## src/rtl/led_pattern_engine.sv

```systemverilog
// LED pattern engine: a prescaled pattern register (shift / flash / bounce / hold)
// driving a mono LED bank and a colour-masked RGB bank.
module led_pattern_engine #(
   parameter int N_LEDS    = 4,
   parameter int CNT_WIDTH = 32,
   parameter int LIMIT_0   = 3,
   parameter int LIMIT_1   = 7,
   parameter int LIMIT_2   = 15,
   parameter int LIMIT_3   = 31
) (
   input  logic              clock,
   input  logic              i_reset,
   input  logic              i_enable,
   input  logic [1:0]        i_rate_sel,
   input  logic              i_dir,
   input  logic [1:0]        i_mode,
   input  logic [2:0]        i_color,
   output logic [N_LEDS-1:0] o_led,
   output logic [N_LEDS-1:0] o_led_r,
   output logic [N_LEDS-1:0] o_led_g,
   output logic [N_LEDS-1:0] o_led_b,
   output logic              o_tick
);

   localparam logic [1:0] MODE_SHIFT  = 2'b00;
   localparam logic [1:0] MODE_FLASH  = 2'b01;
   localparam logic [1:0] MODE_BOUNCE = 2'b10;
   localparam logic [1:0] MODE_HOLD   = 2'b11;

   localparam logic DIR_LEFT  = 1'b1;
   localparam logic DIR_RIGHT = 1'b0;

   localparam logic [N_LEDS-1:0] PAT_ONE  = N_LEDS'(1);
   localparam logic [N_LEDS-1:0] PAT_ALL  = {N_LEDS{1'b1}};

   logic [CNT_WIDTH-1:0] cnt_q, cnt_d;
   logic [N_LEDS-1:0]    pat_q, pat_d;
   logic [1:0]           mode_q, mode_d;
   logic                 bdir_q, bdir_d;
   logic                 tick_q, tick_d;

   logic [CNT_WIDTH-1:0] sel_limit;
   logic                 tick;

   always_comb begin
      case (i_rate_sel)
         2'd0:    sel_limit = CNT_WIDTH'(LIMIT_0);
         2'd1:    sel_limit = CNT_WIDTH'(LIMIT_1);
         2'd2:    sel_limit = CNT_WIDTH'(LIMIT_2);
         default: sel_limit = CNT_WIDTH'(LIMIT_3);
      endcase
   end

   // >= rather than == so a switch to a shorter period ticks right away.
   assign tick = i_enable && (cnt_q >= sel_limit);

   always_comb begin
      cnt_d  = cnt_q;
      pat_d  = pat_q;
      mode_d = mode_q;
      bdir_d = bdir_q;
      tick_d = 1'b0;
      if (i_mode != mode_q) begin
         // A mode change wins over a coincident tick, which is dropped.
         mode_d = i_mode;
         cnt_d  = '0;
         case (i_mode)
            MODE_SHIFT, MODE_BOUNCE: begin
               pat_d  = PAT_ONE;
               bdir_d = DIR_LEFT;
            end
            MODE_FLASH: pat_d = PAT_ALL;
            default:    pat_d = pat_q;
         endcase
      end else if (tick) begin
         cnt_d  = '0;
         tick_d = 1'b1;
         case (mode_q)
            MODE_SHIFT: begin
               if (i_dir)
                  pat_d = (pat_q << 1) | (pat_q >> (N_LEDS - 1));
               else
                  pat_d = (pat_q >> 1) | (pat_q << (N_LEDS - 1));
            end
            MODE_FLASH: pat_d = ~pat_q;
            MODE_BOUNCE: begin
               if (N_LEDS == 1) begin
                  pat_d = pat_q;
               end else if (bdir_q == DIR_LEFT) begin
                  if (pat_q[N_LEDS-1]) begin
                     pat_d  = pat_q >> 1;
                     bdir_d = DIR_RIGHT;
                  end else begin
                     pat_d = pat_q << 1;
                  end
               end else begin
                  if (pat_q[0]) begin
                     pat_d  = pat_q << 1;
                     bdir_d = DIR_LEFT;
                  end else begin
                     pat_d = pat_q >> 1;
                  end
               end
            end
            default: pat_d = pat_q;
         endcase
      end else if (i_enable) begin
         cnt_d = cnt_q + CNT_WIDTH'(1);
      end
   end

   always_ff @(posedge clock or posedge i_reset) begin
      if (i_reset) begin
         cnt_q  <= '0;
         pat_q  <= PAT_ONE;
         mode_q <= MODE_SHIFT;
         bdir_q <= DIR_LEFT;
         tick_q <= 1'b0;
      end else begin
         cnt_q  <= cnt_d;
         pat_q  <= pat_d;
         mode_q <= mode_d;
         bdir_q <= bdir_d;
         tick_q <= tick_d;
      end
   end

   assign o_led   = pat_q;
   assign o_led_r = pat_q & {N_LEDS{i_color[0]}};
   assign o_led_g = pat_q & {N_LEDS{i_color[1]}};
   assign o_led_b = pat_q & {N_LEDS{i_color[2]}};
   assign o_tick  = tick_q;

endmodule
```

## config.mk

```make
export PLATFORM = sky130hd
export DESIGN_NAME = led_pattern_engine
export DESIGN_NICKNAME = d
export VERILOG_FILES = /design/src/rtl/led_pattern_engine.sv
export SDC_FILE = /design/constraint.sdc
export NUM_CORES = 1
export LEC_CHECK = 0
export ABC_AREA = 1
export CORE_MARGIN = 5
export CORE_UTILIZATION = 50
export CTS_BUF_LIST = sky130_fd_sc_hd__clkbuf_8
export DETAILED_ROUTE_END_ITERATION = 16
export PLACE_DENSITY = 0.85
export SLEW_MARGIN = 5
export SYNTH_ARGS = -nofsm -noshare
export SYNTH_HDL_FRONTEND = slang
export SYNTH_SLANG_ARGS = --single-unit
```

## constraint.sdc

```tcl
create_clock -name clock -period 2 [get_ports clock]
set_clock_uncertainty 0.2 [all_clocks]
set_input_delay 0.2 -clock clock [delete_from_list [all_inputs] [get_ports clock]]
set_output_delay 0.2 -clock clock [all_outputs]
set_load 0.03 [all_outputs]
```

==> Word level (Yosys, flattened, before mapping) <==
Cells that the tools add are included.
{ "classes": {"n_addsub": 1, "magnitude_cmp": 1, "n_eq_ne": 9, "n_mux": 21, "bitwise_logic": 6, "n_reduce_logical": 11} }
{ "ops": {"columns": ["op", "count"], "rows": [
  ["$mux 32", 3],
  ["$add 32x1->32 const B", 1],
  ["$ge 32x32->1", 1],
  ["$mux 4", 6],
  ["$pmux 5 s3", 1],
  ["$and 4x4->4", 3],
  ["$pmux 4 s3", 1],
  ["$mux 1", 9],
  ["$pmux 4 s2", 1],
  ["$eq 2x1->1 const B", 3],
  ["$eq 2x2->1 const B", 3],
  ["$logic_not 2->1", 3],
  ["$reduce_and 3->1", 2],
  ["$not 4->4", 1],
  ["$or 3x4->4", 1],
  ["$or 4x1->4", 1],
  ["$reduce_bool 2->1", 2],
  ["$reduce_bool 4->1", 1],
  ["$ne 3x1->1 const B", 1],
  ["$reduce_bool 3->1", 1],
  ["$ne 2x1->1 const B", 1],
  ["$ne 2x2->1", 1],
  ["$reduce_or 2->1", 1],
  ["$logic_and 1x1->1", 1]
]} }
{ "totals": {"register_bits": 40, "inputBits": 11} }

==> Logic depth before layout (Yosys ltp) <==
{ "logic_depth": {"ltp_word": 6, "depth_mapped": 14, "depth_no_buf": 13} }

==> Worst setup path after synthesis <==
Ideal clock, no wire load.
{ "synth_timing": {"path_type": "flip-flop to flip-flop", "startpoint": "register cnt_q[3]", "endpoint": "register pat_q[1], in the netlist o_led[1]", "arrival_time_ns": 1.455, "required_time_ns": 1.681, "slack_ns": 0.227, "path_stages_with_launch": 13, "path_buffers": 1, "period_less_slack_ns": 1.773, "path_cell_list": "dfrtp_1 ha_1 nand2_1 nand2_1 nor2_1 nor2_1 nor2_1 nand2_1 nand2_1 nand2_2 buf_6 nand3_1 nand2_1"} }
{ "synth_between": {"elab_chain_cells": 4} }
{ "synth_rtl": {"columns": ["element", "line", "rtl"], "rows": [
  ["from (decl)", "36", "logic [CNT_WIDTH-1:0] cnt_q, cnt_d;"],
  ["from (signal assigned)", "120", "cnt_q <= cnt_d;"],
  ["$ge 32x32->1", "55", "assign tick = i_enable && (cnt_q >= sel_limit);"],
  ["$logic_and 1x1->1", "55", null],
  ["$reduce_bool 2->1 (no source line)", null, null],
  ["$reduce_and 3->1 (no source line)", null, null],
  ["to (signal assigned)", "121", "pat_q <= pat_d;"],
  ["to (decl)", "37", "logic [N_LEDS-1:0] pat_q, pat_d;"]
]} }
No other way between the ends.
A chain may end at the register's enable or synchronous reset.

==> Final worst setup path <==
{ "layout_timing": {"startpoint": "register pat_q[3], in the netlist o_led[3]", "endpoint": "output o_led_g[3]"} }
{ "layout_between": {"elab_chain_cells": 1} }
{ "layout_rtl": {"columns": ["element", "line", "rtl"], "rows": [
  ["$and 4x4->4", "130", "assign o_led_g = pat_q & {N_LEDS{i_color[1]}};"],
  ["to (decl)", "20", "output logic [N_LEDS-1:0] o_led_g,"]
]} }
No other way between the ends.

==> results.env <==
DETAIL_ROUTE.WL_PER_CELL_UM=11.1
AREA_GROWTH_SYN_TO_LAYOUT_PCT=21.7
CRITICAL_PATH_ARRIVAL_PS=1540
FP-ROW-COUNT=24
SYNTH-SEQ-AREA-SHARE=0.462
HOLD_CLASS='input port to asynchronous set/reset pin'
BUFFER_PORTS.INSERTED=27
FINAL_CORE_UTILIZATION=0.616
POST_SYNTH_INSTANCE_AREA_SQ_UM=2170
MAX_H_TREE_LEVEL=2
PIN_COUNT=28
FINAL.MIN_CLOCK_PERIOD_PS=1940
FP.DIEH_UM=75.9
GRT_START_MAX_NET_PINS=41
SETUP_VIOL_COUNT_FINAL=0
TOTAL_VIAS_IN_THE_FINAL_ROUTE=1643
GLOBAL_ROUTE.OVERFLOW_TOTAL=0
PRECTSSETUPSLACK_PS=-221
SYNTHDISTINCTLIBCELLS=25
LAYOUT_COMMON_CELLS='64 x sky130_fd_sc_hd__nand2_1, 57 x sky130_fd_sc_hd__inv_1, 35 x sky130_fd_sc_hd__dfrtp_1'
DRTPASS1ITERATIONS=4
GLOBALROUTETOTALUTIL=0.149
CLOCK_TREE.BUFFER_DEPTH=2
CRITICAL_PATH_REQUIRED_PS=1600
CRITICAL_PATH.STARTPOINT_TYPE='flop'
SLEW_HEADROOM=0.778
VDD_IR_DROP_MAX_mV=0.408
POWERDENSITY_nW_PER_UM2=744
TRANSITION_TIME_OF_THE_TIGHTEST_SLEW_CHECK_PIN_PS=332
DIE_X_UM=75.9
POWER.SWITCHING_mW=0.592
WORST-PATH-MAX-FANOUT=9
SYN_NETS=287
CLOCKPOWERSHARE=0.330
DPL.HPWL_UM=2980
FINAL_COMMON_CELL='sky130_fd_sc_hd__nand2_1'
COMBPWRFRAC=0.214
CTS_TREE='built'
DETAIL_ROUTE.DRC_VIOLATIONS=0
GRT_PASS1_WL_UM=7180
ENDPOINT_KIND='output port'
LAYOUT_SETUP_WS_PS=59.8
GRT_SETUP_UNREPAIRED='true'
AVGVIACOUNTPERCELL=4.62
CTSROOTBUFFERMASTER='sky130_fd_sc_hd__clkbuf_8'
FINAL_HOLD_VIOLATION_COUNT=0
AREA_OF_THE_DIE_SQ_UM=5760
CELLLEAKAGEPOWER_nW=1.42
DRT-INITIAL-DRC-COUNT=86
CORE_AREA_SQ_UM=4290
SYNTHESIS.AREA_PER_INSTANCE_SQ_UM=8.04
WIRELENGTH_UM=3960
INITIAL_UTILIZATION=0.506
GPL.FINAL_WEIGHTED_CONGESTION=0.865
PERIOD_SHARE=0.970
CTS-BUFFERS-INSERTED=5
FINAL_ANT_VIOL_NETS=0
MAXCAPVIOLATIONS=0
POST_ROUTE_CELLS_DRIVE_ABOVE_1_SHARE=0.148
P_SEQ_FRAC=0.457
ANTENNA_CELLS_INSERTED=0
SW_FRAC_OF_TOTAL=0.301
YOSYS_REGISTER_BITS=40
CRIT_TYPE='flop to output port'
NETS=320
SYNTH-WARNING-COUNT=0
SYN_INST=270
STATUS='complete, no violations'
VIAS_IN_THE_FIRST_GLOBAL_ROUTE=1711
ANTENNA_FOUND_INITIAL=0
INSERTION_DELAY_PS=290
TIMING_MAX_TRANSITION_VIOLATIONS_FINAL=0
INTERNAL_POWER_mW=1.38
MAXCLOCKFREQUENCY_GHz=0.515
CLKSINKCOUNT=40
CLK_TRANSITION_REPORTED_PATHS_PS=80
[logic make-up (layout without fill, tap and decap cells)]
group / after synthesis / after routing / share of synthesized area
fa+ha+maj: 6 / 6 / 0.0346
xor+xnor: 4 / 4 / 0.0161
buf+inv: 66 / 100 / 0.138
simple gates: 141 / 141 / 0.316
compound gates: 13 / 13 / 0.0334
flops: 40 / 40 / 0.462
[synth_stat cells]
library cell	n	area [sq um]
sky130_fd_sc_hd__a21oi_1	5	25.0
sky130_fd_sc_hd__buf_12	2	40.0
sky130_fd_sc_hd__buf_2	1	5.00
sky130_fd_sc_hd__buf_6	2	22.5
sky130_fd_sc_hd__clkbuf_1	2	7.51
sky130_fd_sc_hd__clkbuf_2	1	5.00
sky130_fd_sc_hd__dfrtp_1	38	951
sky130_fd_sc_hd__dfstp_2	2	52.6
sky130_fd_sc_hd__ha_1	6	75.1
sky130_fd_sc_hd__inv_1	57	214
sky130_fd_sc_hd__inv_4	1	6.26
sky130_fd_sc_hd__nand2_1	65	244
sky130_fd_sc_hd__nand2_2	2	12.5
sky130_fd_sc_hd__nand3_1	15	75.1
sky130_fd_sc_hd__nand4_1	5	31.3
sky130_fd_sc_hd__nor2_1	30	113
sky130_fd_sc_hd__nor2_2	9	56.3
sky130_fd_sc_hd__nor2_4	12	135
sky130_fd_sc_hd__nor3_1	1	5.00
sky130_fd_sc_hd__nor3b_1	1	7.51
sky130_fd_sc_hd__o211ai_1	3	22.5
sky130_fd_sc_hd__o21ai_0	5	25.0
sky130_fd_sc_hd__or2_1	1	6.26
sky130_fd_sc_hd__xnor2_1	2	17.5
sky130_fd_sc_hd__xor2_1	2	17.5
[state kept, by name, summed over array words and instances, names as in the netlist]
name	count
bdir_q	1
o_tick	1
o_led	4
cnt_q	32
mode_q	2
[layout make-up]
cell class | instances | area (sq um)
Fill cell | 371 | 1650
Sequential cell | 40 | 1010
Multi-Input combinational cell | 164 | 876
Timing Repair Buffer | 34 | 360
Inverter | 58 | 220
Clock buffer | 5 | 68.8
Tap cell | 52 | 65.1
Clock inverter | 3 | 46.3
[worst max-delay path, cell delays in order, from the launching register on]
cell and delay [ps]:
sky130_fd_sc_hd__dfrtp_2 470, sky130_fd_sc_hd__nand2_1 70, sky130_fd_sc_hd__inv_1 50, sky130_fd_sc_hd__clkdlybuf4s50_1 670
[path summary, 6_finish.rpt]
kind / cells after the start / slack [ps] / startpoint / to
max: 3 / 60 / o_led[3] / o_led_g[3]
min: 3 / 50 / i_reset / cnt_q[17]
max reg2reg: 12 / 170 / cnt_q[3] / o_led[3]
min reg2reg: 2 / 290 / bdir_q / bdir_q
max in group asynchronous: 3 / 1290 / i_reset / bdir_q
min in group clock: 2 / 290 / bdir_q / bdir_q
[routing by layer]
layer | track usage | up-vias | part of all wire
met5 | 0 | - | 0
met4 | 0.0641 | 0 | 0.014
met3 | 0.0427 | 5 | 0.058
met2 | 0.252 | 39 | 0.48
met1 | 0.175 | 736 | 0.45
li1 | - | 863 | -
[through the flow]
stage / total power [mW] / setup TNS, ps / hold WS [ps] / instances / area, sq um
after floorplan: 1.18 / 0 / 97.6 / 270 / 2170
after global placement: 1.33 / -743 / 270 / 347 / 2500
after detailed placement: 1.34 / -1350 / 284 / 347 / 2500
after CTS: 1.99 / 0 / 56.0 / 355 / 2610
after global routing: 2.08 / -10.8 / 80.6 / 356 / 2640
final: 1.97 / 0 / 47.9 / 356 / 2640
[power by group through the flow]
stage	registers [mW]	clock network (mW)	logic, mW
global placement	0.910	0	0.425
floorplan	0.914	0	0.271
finish	0.899	0.649	0.420
detailed placement	0.908	0	0.434
CTS	0.898	0.668	0.425
global route	0.907	0.700	0.470
[timing repair]
action | in CTS | in global routing
gates cloned | 0 | 0
hold buffers | 0 | 0
pin swaps | 0 | 0
resized for setup | 7 | 9
buffers inserted | 0 | 1
setup endpoints to repair | 13 | 13
No activity file was read; power rests on OpenSTA's default activity.
